### config.mk
export PLATFORM = sky130hd
export DESIGN_NAME = rv_multicycle_ctrl
export DESIGN_NICKNAME = d
export VERILOG_FILES = /design/src/rtl/rv_multicycle_ctrl.sv
export SDC_FILE = /design/constraint.sdc
export NUM_CORES = 1
export LEC_CHECK = 0
export ABC_AREA = 1
export CAP_MARGIN = 0
export CORE_UTILIZATION = 41
export DETAILED_ROUTE_END_ITERATION = 7
export PLACE_DENSITY = 0.91
export SYNTH_ARGS = -nofsm -noshare
export SYNTH_HDL_FRONTEND = slang
export SYNTH_SLANG_ARGS = --single-unit
### constraint.sdc
create_clock -name clk -period 1.7 [get_ports clk]
set_input_delay 0.34 -clock clk [delete_from_list [all_inputs] [get_ports clk]]
set_output_delay 0.34 -clock clk [all_outputs]
set_load 0.005 [all_outputs]
### src/rtl/rv_multicycle_ctrl.sv
// Main control FSM for the multicycle RV32I core: sequences fetch/decode/execute/
// memory/writeback over shared PC/IR/ALU/memory resources and drives all datapath selects.
module rv_multicycle_ctrl #(
  parameter int MAX_WAIT = 255,
  parameter int WAIT_W   = 8
) (
  input  logic        clk,
  input  logic        rst_n,
  input  logic [31:0] instr,
  input  logic        zero,
  input  logic        mem_ready,
  output logic        mem_req,
  output logic        mem_write,
  output logic        adr_src,
  output logic        ir_write,
  output logic        pc_write,
  output logic        reg_write,
  output logic [1:0]  alu_src_a,
  output logic [1:0]  alu_src_b,
  output logic [2:0]  alu_ctrl,
  output logic [1:0]  result_src,
  output logic [2:0]  imm_src,
  output logic        illegal_instr,
  output logic        mem_timeout,
  output logic [3:0]  state_o
);

  typedef enum logic [3:0] {
    S_FETCH    = 4'd0,
    S_DECODE   = 4'd1,
    S_MEMADR   = 4'd2,
    S_MEMREAD  = 4'd3,
    S_MEMWB    = 4'd4,
    S_MEMWRITE = 4'd5,
    S_EXECR    = 4'd6,
    S_EXECI    = 4'd7,
    S_ALUWB    = 4'd8,
    S_BRANCH   = 4'd9,
    S_JAL      = 4'd10,
    S_JALR     = 4'd11,
    S_JALRLINK = 4'd12
  } state_t;

  localparam logic [6:0] OP_LOAD  = 7'b0000011;
  localparam logic [6:0] OP_STORE = 7'b0100011;
  localparam logic [6:0] OP_R     = 7'b0110011;
  localparam logic [6:0] OP_I     = 7'b0010011;
  localparam logic [6:0] OP_BR    = 7'b1100011;
  localparam logic [6:0] OP_JAL   = 7'b1101111;
  localparam logic [6:0] OP_JALR  = 7'b1100111;

  localparam logic [2:0] ALU_ADD = 3'b000;
  localparam logic [2:0] ALU_SUB = 3'b001;
  localparam logic [2:0] ALU_AND = 3'b010;
  localparam logic [2:0] ALU_OR  = 3'b011;
  localparam logic [2:0] ALU_XOR = 3'b100;
  localparam logic [2:0] ALU_SLT = 3'b101;
  localparam logic [2:0] ALU_SLL = 3'b110;
  localparam logic [2:0] ALU_SRL = 3'b111;

  state_t state, state_nx;
  logic [WAIT_W-1:0] wait_cnt;

  logic [6:0] opcode;
  logic [2:0] funct3;
  logic       illegal_dec;
  logic [2:0] alu_dec;
  logic       mem_state;
  logic       unused_instr_bits;

  assign opcode            = instr[6:0];
  assign funct3            = instr[14:12];
  assign unused_instr_bits = ^{instr[31], instr[29:15], instr[11:7]};

  always_comb begin
    illegal_dec = 1'b0;
    case (opcode)
      OP_LOAD, OP_STORE, OP_JAL, OP_JALR: illegal_dec = 1'b0;
      OP_R, OP_I:                         illegal_dec = (funct3 == 3'b011);
      OP_BR:                              illegal_dec = (funct3[2:1] != 2'b00);
      default:                            illegal_dec = 1'b1;
    endcase
  end

  // instr[30] selects sub only for R-type; on I-type it is part of the immediate.
  always_comb begin
    alu_dec = ALU_ADD;
    case (funct3)
      3'b000:  alu_dec = (opcode == OP_R && instr[30]) ? ALU_SUB : ALU_ADD;
      3'b111:  alu_dec = ALU_AND;
      3'b110:  alu_dec = ALU_OR;
      3'b100:  alu_dec = ALU_XOR;
      3'b010:  alu_dec = ALU_SLT;
      3'b001:  alu_dec = ALU_SLL;
      3'b101:  alu_dec = ALU_SRL;
      default: alu_dec = ALU_ADD;
    endcase
  end

  // Handshake: mem_req stays high in FETCH/MEMREAD/MEMWRITE until a cycle with
  // mem_ready=1 completes the access; mem_ready in the first mem_req cycle is a
  // zero-wait access, and mem_ready is ignored in every other state.
  assign mem_state = (state == S_FETCH) || (state == S_MEMREAD) || (state == S_MEMWRITE);

  logic       mem_req_c, mem_write_c, adr_src_c, ir_write_c, pc_write_c, reg_write_c;
  logic [1:0] src_a_c, src_b_c, res_c;
  logic [2:0] alu_c, imm_c;

  always_comb begin
    state_nx    = state;
    mem_req_c   = 1'b0;
    mem_write_c = 1'b0;
    adr_src_c   = 1'b0;
    ir_write_c  = 1'b0;
    pc_write_c  = 1'b0;
    reg_write_c = 1'b0;
    src_a_c     = 2'b00;
    src_b_c     = 2'b00;
    alu_c       = ALU_ADD;
    res_c       = 2'b00;
    imm_c       = 3'b000;
    case (state)
      S_FETCH: begin
        mem_req_c  = 1'b1;
        src_b_c    = 2'b10;
        res_c      = 2'b10;
        ir_write_c = mem_ready;
        pc_write_c = mem_ready;
        if (mem_ready) state_nx = S_DECODE;
      end
      S_DECODE: begin
        // Precompute OldPC+imm as a branch/jal target while the opcode is decoded.
        src_a_c = 2'b01;
        src_b_c = 2'b01;
        imm_c   = (opcode == OP_JAL) ? 3'b011 : 3'b010;
        if (illegal_dec) begin
          state_nx = S_FETCH;
        end else begin
          case (opcode)
            OP_LOAD, OP_STORE: state_nx = S_MEMADR;
            OP_R:              state_nx = S_EXECR;
            OP_I:              state_nx = S_EXECI;
            OP_BR:             state_nx = S_BRANCH;
            OP_JAL:            state_nx = S_JAL;
            OP_JALR:           state_nx = S_JALR;
            default:           state_nx = S_FETCH;
          endcase
        end
      end
      S_MEMADR: begin
        src_a_c  = 2'b10;
        src_b_c  = 2'b01;
        imm_c    = (opcode == OP_STORE) ? 3'b001 : 3'b000;
        state_nx = (opcode == OP_STORE) ? S_MEMWRITE : S_MEMREAD;
      end
      S_MEMREAD: begin
        mem_req_c = 1'b1;
        adr_src_c = 1'b1;
        if (mem_ready) state_nx = S_MEMWB;
      end
      S_MEMWB: begin
        res_c       = 2'b01;
        reg_write_c = 1'b1;
        state_nx    = S_FETCH;
      end
      S_MEMWRITE: begin
        mem_req_c   = 1'b1;
        mem_write_c = 1'b1;
        adr_src_c   = 1'b1;
        if (mem_ready) state_nx = S_FETCH;
      end
      S_EXECR: begin
        src_a_c  = 2'b10;
        src_b_c  = 2'b00;
        alu_c    = alu_dec;
        state_nx = S_ALUWB;
      end
      S_EXECI: begin
        src_a_c  = 2'b10;
        src_b_c  = 2'b01;
        alu_c    = alu_dec;
        state_nx = S_ALUWB;
      end
      S_ALUWB: begin
        reg_write_c = 1'b1;
        state_nx    = S_FETCH;
      end
      S_BRANCH: begin
        src_a_c    = 2'b10;
        alu_c      = ALU_SUB;
        pc_write_c = zero ^ funct3[0];
        state_nx   = S_FETCH;
      end
      S_JAL: begin
        // PC takes the target held in ALUOut; the ALU forms OldPC+4 for the link.
        src_a_c    = 2'b01;
        src_b_c    = 2'b10;
        pc_write_c = 1'b1;
        state_nx   = S_ALUWB;
      end
      S_JALR: begin
        src_a_c    = 2'b10;
        src_b_c    = 2'b01;
        res_c      = 2'b10;
        pc_write_c = 1'b1;
        state_nx   = S_JALRLINK;
      end
      S_JALRLINK: begin
        src_a_c     = 2'b01;
        src_b_c     = 2'b10;
        res_c       = 2'b10;
        reg_write_c = 1'b1;
        state_nx    = S_FETCH;
      end
      default: state_nx = S_FETCH;
    endcase
  end

  always_ff @(posedge clk or negedge rst_n) begin
    if (!rst_n) begin
      state         <= S_FETCH;
      wait_cnt      <= '0;
      illegal_instr <= 1'b0;
      mem_timeout   <= 1'b0;
    end else begin
      state         <= state_nx;
      illegal_instr <= (state == S_DECODE) && illegal_dec;
      mem_timeout   <= mem_state && !mem_ready && (wait_cnt == WAIT_W'(MAX_WAIT - 1));
      // Saturates at MAX_WAIT so the timeout fires only once per stall.
      if (mem_state && !mem_ready) begin
        if (wait_cnt != WAIT_W'(MAX_WAIT)) wait_cnt <= wait_cnt + WAIT_W'(1);
      end else begin
        wait_cnt <= '0;
      end
    end
  end

  // The reset state is FETCH, so the decoded strobes are forced low while rst_n is low.
  assign mem_req    = rst_n & mem_req_c;
  assign mem_write  = rst_n & mem_write_c;
  assign adr_src    = rst_n & adr_src_c;
  assign ir_write   = rst_n & ir_write_c;
  assign pc_write   = rst_n & pc_write_c;
  assign reg_write  = rst_n & reg_write_c;
  assign alu_src_a  = rst_n ? src_a_c : 2'b00;
  assign alu_src_b  = rst_n ? src_b_c : 2'b00;
  assign alu_ctrl   = rst_n ? alu_c   : 3'b000;
  assign result_src = rst_n ? res_c   : 2'b00;
  assign imm_src    = rst_n ? imm_c   : 3'b000;
  assign state_o    = state;

endmodule

==> results of run 1 <==
[Yosys cell counts (3+ instances only)]
cell type | instances | area share
nor2_4 | 3 | 0.027
nand3_1 | 15 | 0.061
inv_1 | 25 | 0.076
inv_2 | 8 | 0.024
o21ai_0 | 5 | 0.020
nor3_1 | 5 | 0.020
a21oi_1 | 8 | 0.032
dfrtp_1 | 14 | 0.28
nand2_1 | 39 | 0.12
nand4_1 | 4 | 0.020
nor2_2 | 3 | 0.015
nor2_1 | 33 | 0.10
[final cells by class]
| cell class | count | share of cell area |
|---|---|---|
| clock buffers | 4 | 0.0165 |
| inverters | 34 | 0.0625 |
| multi-input cells | 139 | 0.408 |
| flip-flops and latches | 14 | 0.160 |
| well taps | 31 | 0.0176 |
| repair buffers | 92 | 0.335 |
[power by group]
group / switching [mW] / internal [mW] / total, mW / leakage, nW
logic: 0.531 / 0.515 / 1.05 / 0.903
registers: 0.0300 / 0.371 / 0.401 / 0.187
clock network: 0.139 / 0.131 / 0.270 / 0.0210
[path summary, 6_finish.rpt]
kind                               endpoint         from  cells after the start  slack, ns
worst max-delay path             imm_src[0]   state_o[0]                      9      -0.27
worst min-delay path            wait_cnt[5]        rst_n                      2       0.19
worst max register to register   state_o[2]   state_o[0]                     13      -0.01
worst min register to register  wait_cnt[1]  wait_cnt[1]                      2       0.63
max in group asynchronous       wait_cnt[7]        rst_n                      3       1.22
min in group clk                wait_cnt[1]  wait_cnt[1]                      2       0.63
[worst max-delay path, stage by stage, from the launching register on]
cell     delay, ns
dfrtp_1       0.38
inv_2         0.07
nor2_2        0.14
inv_2         0.08
nor2_4        0.13
buf_6         0.11
inv_4         0.04
nor2_4        0.09
a22o_1        0.15
buf_2         0.12
[flip-flops by register name, summed over array words and instances, names as in the netlist]
name           count
wait_cnt           8
state_o            4
illegal_instr      1
mem_timeout        1
[timing repair]
item                       in CTS  in global routing
pin swaps                      27                 15
buffers inserted               22                  5
setup endpoints to repair      19                 22
gates resized for setup       125                 17
[cell families (layout without fill, tap and decap cells)]
group,count (synthesis),in the layout,synth area share
and+or+nand+nor,108,108,0.425
buffers and inverters,36,130,0.114
AOI/OAI and AO/OA,25,25,0.133
DFF,14,14,0.283
xor gates and xnor gates,3,3,0.0213
adders and majority gates,2,2,0.0202
other,1,1,0.00303
[placed cells by master, fill, tap and decap left out, types with 2 or more instances in the layout]
| cell type | Yosys | layout |
|---|---|---|
| buf_4 | 1 | 45 |
| nand2_1 | 39 | 34 |
| nor2_1 | 33 | 22 |
| inv_1 | 25 | 15 |
| inv_2 | 8 | 15 |
| buf_2 | 0 | 15 |
| dfrtp_1 | 14 | 12 |
| nand3_1 | 15 | 11 |
| nor2_4 | 3 | 11 |
| buf_6 | 0 | 11 |
| clkdlybuf4s50_1 | 0 | 10 |
| dlygate4sd2_1 | 0 | 9 |
| nor2_2 | 3 | 6 |
| a21oi_1 | 8 | 5 |
| a21oi_2 | 2 | 5 |
| inv_4 | 1 | 4 |
| nand3_2 | 0 | 4 |
| nand2_2 | 2 | 4 |
| nand4_1 | 4 | 4 |
| o21ai_0 | 5 | 4 |
| nand2_4 | 0 | 3 |
| nor3_2 | 0 | 3 |
| clkbuf_4 | 0 | 3 |
| a31oi_1 | 2 | 2 |
| o31ai_2 | 1 | 2 |
| xor2_1 | 2 | 2 |
| nor3_1 | 5 | 2 |
| o21ai_2 | 2 | 2 |
| ha_1 | 2 | 2 |
| dfrtp_2 | 0 | 2 |
[layer usage]
layer,up-vias,GRT usage,share of wire
met4,0,0.146,0.029
met3,15,0.0507,0.061
li1,789,-,-
met1,821,0.340,0.40
met2,88,0.518,0.51
met5,-,0,0
==> impl_metrics.tcl, run 1 <==
set metrics [dict create \
    placed_area_um2 1860 \
    routed_wirelength_um 4970 \
    skew_ns 0.0101 \
    finalCritPeriodShare 1.16 \
    setup_viol 17 \
    synth.net_count 227 \
    gp_routability_congestion 0.908 \
    rows 19 \
    syn_avg_cell_area_um2 6.54 \
    timing.fmax_mhz 507 \
    cp.required_ns 1.36 \
    finalHoldViolations 0 \
    pre_cts_slack_ns -0.659 \
    vias 1713 \
    ys_seq_elements 14 \
    instances_no_fill 314 \
    clock_sinks 14 \
    hold_slack_ns 0.189 \
    violations "design-rule violations, negative setup slack" \
    synth_ff_type "dfrtp_1" \
    status "finished with violations" \
    ant_nets 0 \
    ys_seq_area_frac 0.283 \
    antenna_cells 0 \
    maxCapViolCount 0 \
    die-area_um2 3240 \
    endpoint_kind "output port" \
    grt_pass1_vias 1680 \
    wl_per_cell_um 15.8 \
    tns_ns -3.08 \
    fin_util 0.785 \
    synth_edf_count 0 \
    firstDrtPassIters 6 \
    layout_setup_ws_ns -0.271 \
    vias_per_cell 5.46 \
    layout-drive-gt1-share 0.498 \
    postCtsHoldBufs 0 \
    path_max_fanout 4 \
    slew_viol_final 0 \
    final_area_um2 2200 \
    fill_cells 181 \
    syn_to_final_growth_pct 78.0 \
    dp.cells 285 \
    fp.dieW_um 56.9 \
    dr.first_iter.drc_count 115 \
    hold_class "in2async" \
    async_flop_share 1.00 \
    clk_pin_slew_ns 0.11 \
    powerDensity_nw_per_um2 780 \
    syn_area_um2 1240 \
    cts_inserted_buffers 3 \
    cts_buffer_depth 2 \
    dp_hpwl_um 2650 \
    ys_types 33 \
    register_area_um2 353 \
    core_area_um2 2810 \
    start_kind "flip-flop" \
    multiInputGateArea_um2 898 \
    irDropWorstVdd_mv 0.412 \
    fin_crit_ns 1.97 \
    port_buffers 37 \
    grt_max_degree 13 \
    clkLatencyLatePin_ns 0.31 \
    antenna_found_initial 0 \
    fin_total_pwr_mw 1.72 \
    grt_setup_unrepaired "yes" \
    grt_pass1_wl_um 7300 \
    pin_count 60 \
    drc 2 \
    crit_arrival_ns 1.63 \
    start_util 0.441 \
    synthCells 189 \
    crit_type "reg2out" \
    die_height_um 56.9 \
    cts_tree "yes" \
    cts_max_level 1 \
    cts-root-buf "clkbuf_4" \
    overflow 0 \
    yosys_warnings 0 \
    nNetsFinal 322 \
    grt_usage 0.293 \
    p_leak_nw 1.11 \
]
Power figures use the tool's default switching activity.
==> run 2, diff against run 1 <==
--- a/config.mk
+++ b/config.mk
@@ -7,8 +7,10 @@
 export LEC_CHECK = 0
 export ABC_AREA = 1
 export CAP_MARGIN = 0
+export CORE_ASPECT_RATIO = 1.25
 export CORE_UTILIZATION = 41
 export DETAILED_ROUTE_END_ITERATION = 7
+export GPL_ROUTABILITY_DRIVEN = 0
 export PLACE_DENSITY = 0.91
 export SYNTH_ARGS = -nofsm -noshare
 export SYNTH_HDL_FRONTEND = slang
==> constraint.sdc (replaced) <==
create_clock -name clk -period 1.95 [get_ports clk]
set_input_delay 0.39 -clock clk [delete_from_list [all_inputs] [get_ports clk]]
set_output_delay 0.39 -clock clk [all_outputs]
set_load 0.005 [all_outputs]
==> impl_metrics.tcl, run 2 (same netlist as run 1, synthesis figures left out) <==
set metrics [dict create \
    status "finished with violations" \
    violations "negative setup slack" \
    vias 1824 \
    layout-drive-gt1-share 0.529 \
    nNetsFinal 334 \
    grt_pass1_vias 1699 \
    drc 0 \
    endpoint_kind "output port" \
    cts-root-buf "clkbuf_4" \
    routed_wirelength_um 5740 \
    clkLatencyLatePin_ns 0.28 \
    ant_nets 0 \
    pin_count 60 \
    p_leak_nw 1.15 \
    setup_viol 7 \
    cts_max_level 1 \
    cts_buffer_depth 2 \
    die-area_um2 3240 \
    firstDrtPassIters 5 \
    crit_type "reg2out" \
    antenna_found_initial 0 \
    dp_hpwl_um 2680 \
    grt_setup_unrepaired "yes" \
    maxCapViolCount 0 \
    fp.dieW_um 51.1 \
    cts_inserted_buffers 3 \
    dp.cells 289 \
    largest_reg_flops 8 \
    irDropWorstVdd_mv 0.531 \
    layout_setup_ws_ns -0.112 \
    fin_util 0.846 \
    timing.fmax_mhz 485 \
    grt_pass1_wl_um 7690 \
    port_buffers 37 \
    die_height_um 63.4 \
    hold_class "in2async" \
    layout_common_cells "buf_4, nand2_1, nor2_1, inv_1, buf_6" \
    vias_per_cell 5.54 \
    final_area_um2 2330 \
    cp.required_ns 1.56 \
    rows 21 \
    slew_viol_final 0 \
    postCtsHoldBufs 0 \
    start_util 0.448 \
    powerDensity_nw_per_um2 694 \
    fin_crit_ns 2.06 \
    antenna_cells 0 \
    syn_to_final_growth_pct 88.9 \
    finalCritPeriodShare 1.06 \
    fin_total_pwr_mw 1.62 \
    layout_commonest_cell "buf_4" \
    grt_usage 0.315 \
    cts_tree "yes" \
    wl_per_cell_um 17.4 \
    core_area_um2 2760 \
    largest-register "wait_cnt" \
    overflow 0 \
    instances_no_fill 329 \
    start_kind "flip-flop" \
    grt_max_degree 12 \
    finalHoldViolations 0 \
    placed_area_um2 1870 \
    clock_sinks 14 \
    crit_arrival_ns 1.67 \
    dr.first_iter.drc_count 87 \
    path_max_fanout 3 \
    clk_pin_slew_ns 0.09 \
    skew_ns 0.00788 \
]
run 2: cell count changes in the layout (fill, tap and decap cells not counted), sizes merged:
cell	previous run	this run
buf	71	79
clkbuf	4	8
clkdlybuf4s15	2	0
clkdlybuf4s50	10	13
dlygate4sd2	9	8
run 2: area by class of cell:
class | count | area (um^2)
fill | 154 | 424
timing repair buffer | 104 | 848
multi-input combinational | 139 | 908
inverter | 34 | 145
tap | 34 | 42.5
sequential | 14 | 354
clock buffer | 4 | 36.3
run 2: final timing paths:
path                              from            to  slack [ns]  depth (start not counted)
max                         state_o[2]  alu_src_a[1]       -0.11                          8
min                              rst_n   wait_cnt[4]        0.24                          2
max reg2reg                 state_o[0]    state_o[2]        0.01                         15
min reg2reg                wait_cnt[1]   wait_cnt[1]        0.59                          2
max in group asynchronous        rst_n   wait_cnt[3]        1.40                          3
min in group clk           wait_cnt[1]   wait_cnt[1]        0.59                          2
run 2: what timing repair did:
action                                  in CTS  in global routing
resized for setup                           78                 63
gates cloned                                 0                  0
pin swaps                                   13                 20
endpoints found under the setup margin      17                 19
buffers inserted                            28                  9
run 2: critical path, stage by stage, from the launching register on:
cell     delay (ns)
dfrtp_2        0.47
buf_12         0.15
nor2_4         0.11
buf_6          0.13
inv_4          0.03
nor2_4         0.09
inv_2          0.06
a41oi_2        0.19
buf_2          0.15
run 2: per-layer routing:
metal / track usage / vias to the layer above / part of all wire
met5: 0 / - / 0
li1: - / 811 / -
met3: 0.0459 / 43 / 0.059
met2: 0.563 / 111 / 0.51
met4: 0.163 / 0 / 0.068
met1: 0.346 / 859 / 0.36
run 2: per-stage QoR:
| stage | setup TNS [ns] | worst slack, ns | hold slack, ns |
|---|---|---|---|
| final | -0.362 | -0.112 | 0.241 |
| after detailed placement | -5.37 | -0.562 | 0.571 |
| after global routing | -0.976 | -0.146 | 0.247 |
| after global placement | -4.73 | -0.485 | 0.532 |
| after floorplan | 0 | 0.382 | 0.0944 |
| after CTS | -0.507 | -0.107 | 0.235 |
run 2: report_power, final:
part           total (mW)  leakage [nW]  switching, mW  internal [mW]
combinational        1.06         0.944          0.533          0.527
clock               0.209        0.0210         0.0951          0.114
sequential          0.353         0.185         0.0289          0.324
total                1.62          1.15          0.657          0.964
==> run 3, diff against run 2 <==
--- a/config.mk
+++ b/config.mk
@@ -5,13 +5,13 @@
 export SDC_FILE = /design/constraint.sdc
 export NUM_CORES = 1
 export LEC_CHECK = 0
-export ABC_AREA = 1
 export CAP_MARGIN = 0
 export CORE_ASPECT_RATIO = 1.25
-export CORE_UTILIZATION = 41
+export CORE_UTILIZATION = 40
+export CTS_BUF_LIST = sky130_fd_sc_hd__clkbuf_4 sky130_fd_sc_hd__clkbuf_8
 export DETAILED_ROUTE_END_ITERATION = 7
 export GPL_ROUTABILITY_DRIVEN = 0
-export PLACE_DENSITY = 0.91
+export PLACE_DENSITY = 0.87
 export SYNTH_ARGS = -nofsm -noshare
 export SYNTH_HDL_FRONTEND = slang
 export SYNTH_SLANG_ARGS = --single-unit
==> impl_metrics.tcl, run 3 <==
set metrics [dict create \
    status "finished with violations" \
    violations "negative setup slack" \
    grt_usage 0.351 \
    antenna_found_initial 0 \
    layout-drive-gt1-share 0.521 \
    cts_inserted_buffers 3 \
    skew_ns 0.00651 \
    startpoint "state_o[1]" \
    worstMarginPinSlew_ns 0.485 \
    placed_area_um2 2080 \
    cts-root-buf "clkbuf_8" \
    drc 0 \
    yosysMostFrequentCell "nor2_1" \
    dr.first_iter.drc_count 97 \
    async_flop_share 1.00 \
    irDropWorstVdd_mv 0.356 \
    rrSetupSlack_ns 0.06 \
    syn_area_um2 1350 \
    layout_setup_ws_ns -0.137 \
    clkLatencyLatePin_ns 0.25 \
    endpoint_kind "output port" \
    nNetsFinal 306 \
    grt_pass1_wl_um 8940 \
    synth_ff_type "dfrtp_1" \
    layout_commonest_cell "buf_4" \
    overflow 0 \
    ant_nets 0 \
    ys_types 53 \
    fp.dieW_um 53.9 \
    core_area_um2 3220 \
    finalCritPeriodShare 1.07 \
    path_max_fanout 5 \
    finalHoldViolations 0 \
    rows 23 \
    fin_total_pwr_mw 0.890 \
    r2r-end "state_o[0]" \
    synth_top_cell_area_share 0.260 \
    grt_pass1_vias 1814 \
    syn_to_final_growth_pct 79.9 \
    p_leak_nw 1.16 \
    clk_pin_slew_ns 0.06 \
    synthCells 167 \
    maxCapViolCount 0 \
    synth_edf_count 0 \
    cts_tree "yes" \
    synth.top_cells.by_area "dfrtp_1, nor2_1, nand2_1" \
    dp_hpwl_um 3230 \
    cp-endpoint "imm_src[0]" \
    top_layer "met4" \
    wl_per_cell_um 19.1 \
    synthTopCellsByCount "nor2_1, nand2_1, dfrtp_1, a21oi_1" \
    powerDensity_nw_per_um2 367 \
    cts_max_level 1 \
    hold_class "in2async" \
    cts_buffer_depth 2 \
    met1_length_um 2000 \
    antenna_cells 0 \
    timing.fmax_mhz 479 \
    synth.net_count 205 \
    fin_crit_ns 2.09 \
    crit_arrival_ns 1.70 \
    largest-register "wait_cnt" \
    slew_viol_final 0 \
    wl_met3_um 383 \
    crit_type "reg2out" \
    ys_seq_elements 14 \
    largest_reg_flops 8 \
    r2r-start "state_o[2]" \
    slew_headroom 0.673 \
    fill_cells 198 \
    firstDrtPassIters 4 \
    wl_met2_um 2970 \
    syn_avg_cell_area_um2 8.08 \
    vias 1831 \
    clock_sinks 14 \
    pin_count 60 \
    ys_seq_area_frac 0.260 \
    die_height_um 66.9 \
    port_buffers 37 \
    start_kind "flip-flop" \
    vias_per_cell 6.02 \
    synth.largest_area_cell "dfrtp_1" \
    routed_wirelength_um 5800 \
    die-area_um2 3610 \
    grt_max_degree 11 \
    grt_setup_unrepaired "yes" \
    r2r_cells 8 \
    start_util 0.418 \
    yosys_warnings 0 \
    layout_common_cells "buf_4, nor2_1, buf_6, nand2_1" \
    cp.required_ns 1.56 \
    final_area_um2 2430 \
    setup_viol 6 \
]
==> run 3: cell types whose count changed in the layout (fill, tap and decap cells not counted), moves of 6 or more <==
cell	delta
inv_4	-7
nand2_1	-18
inv_2	-11
clkbuf_2	+6
nor2_1	-7
inv_1	-10
nor2_4	-10
==> run 3: through the flow <==
step	setup WS [ns]	hold WS [ns]	setup TNS, ns	utilization	std cells
2_1_floorplan	0.291	0.0944	0	-	167
3_3_place_gp	-0.527	0.566	-5.56	0.645	280
3_5_place_dp	-0.584	0.585	-5.87	0.645	280
4_1_cts	-0.185	0.331	-0.657	0.738	299
5_1_grt	-0.203	0.369	-0.751	0.753	304
6_report	-0.137	0.372	-0.430	0.753	304
==> run 3: power breakdown <==
| group | leakage [nW] | internal (mW) | switching (mW) |
|---|---|---|---|
| sequential | 0.185 | 0.298 | 0.00807 |
| clock | 0.0288 | 0.179 | 0.109 |
| combinational | 0.947 | 0.160 | 0.135 |
==> run 3: kinds of logic after synthesis <==
logic type               after synthesis  synth area share
buffers and inverters                 16            0.0566
flip-flops                            14             0.260
adder cells (fa/ha/maj)                2            0.0185
XOR/XNOR                               8            0.0520
AO/OA/AOI/OAI                         34             0.194
other                                  1           0.00278
multiplexers                           4            0.0334
AND/OR/NAND/NOR                       88             0.383
==> run 3: worst min path at each step <==
stage               slack [ns]            end
global route              0.37     state_o[3]
finish                    0.37     state_o[3]
CTS                       0.33    wait_cnt[1]
detailed placement        0.59    wait_cnt[6]
floorplan                 0.09  illegal_instr
global placement          0.57    wait_cnt[6]
==> run 3: per-layer routing <==
layer,GRT usage,vias to the layer above
li1,-,794
met1,0.383,878
met2,0.602,116
met3,0.0434,43
met4,0.243,0
met5,0,-
==> run 3: timing repair <==
item	in CTS	in global routing
resized for setup	87	48
cloned	0	0
hold buffers	0	0
buffers inserted	16	6
hold endpoints to repair	0	0
pin swaps	14	13
endpoints found under the setup margin	17	23
==> run 3: worst max-delay path, stage by stage (launching register included) <==
cell and delay [ns]:
dfrtp_2 0.45, buf_4 0.16, nor4b_4 0.36, and4_1 0.25, o21a_1 0.12, buf_2 0.10
==> run 3: final cells by class <==
| class | count | area, um^2 | share of cell area |
|---|---|---|---|
| Timing Repair Buffer | 106 | 860 | 0.354 |
| Multi-Input combinational cell | 137 | 1090 | 0.448 |
| Clock buffer | 4 | 55.1 | 0.0227 |
| Sequential cell | 14 | 355 | 0.146 |
| Tap cell | 37 | 46.3 | 0.0191 |
| Inverter | 6 | 22.5 | 0.00928 |
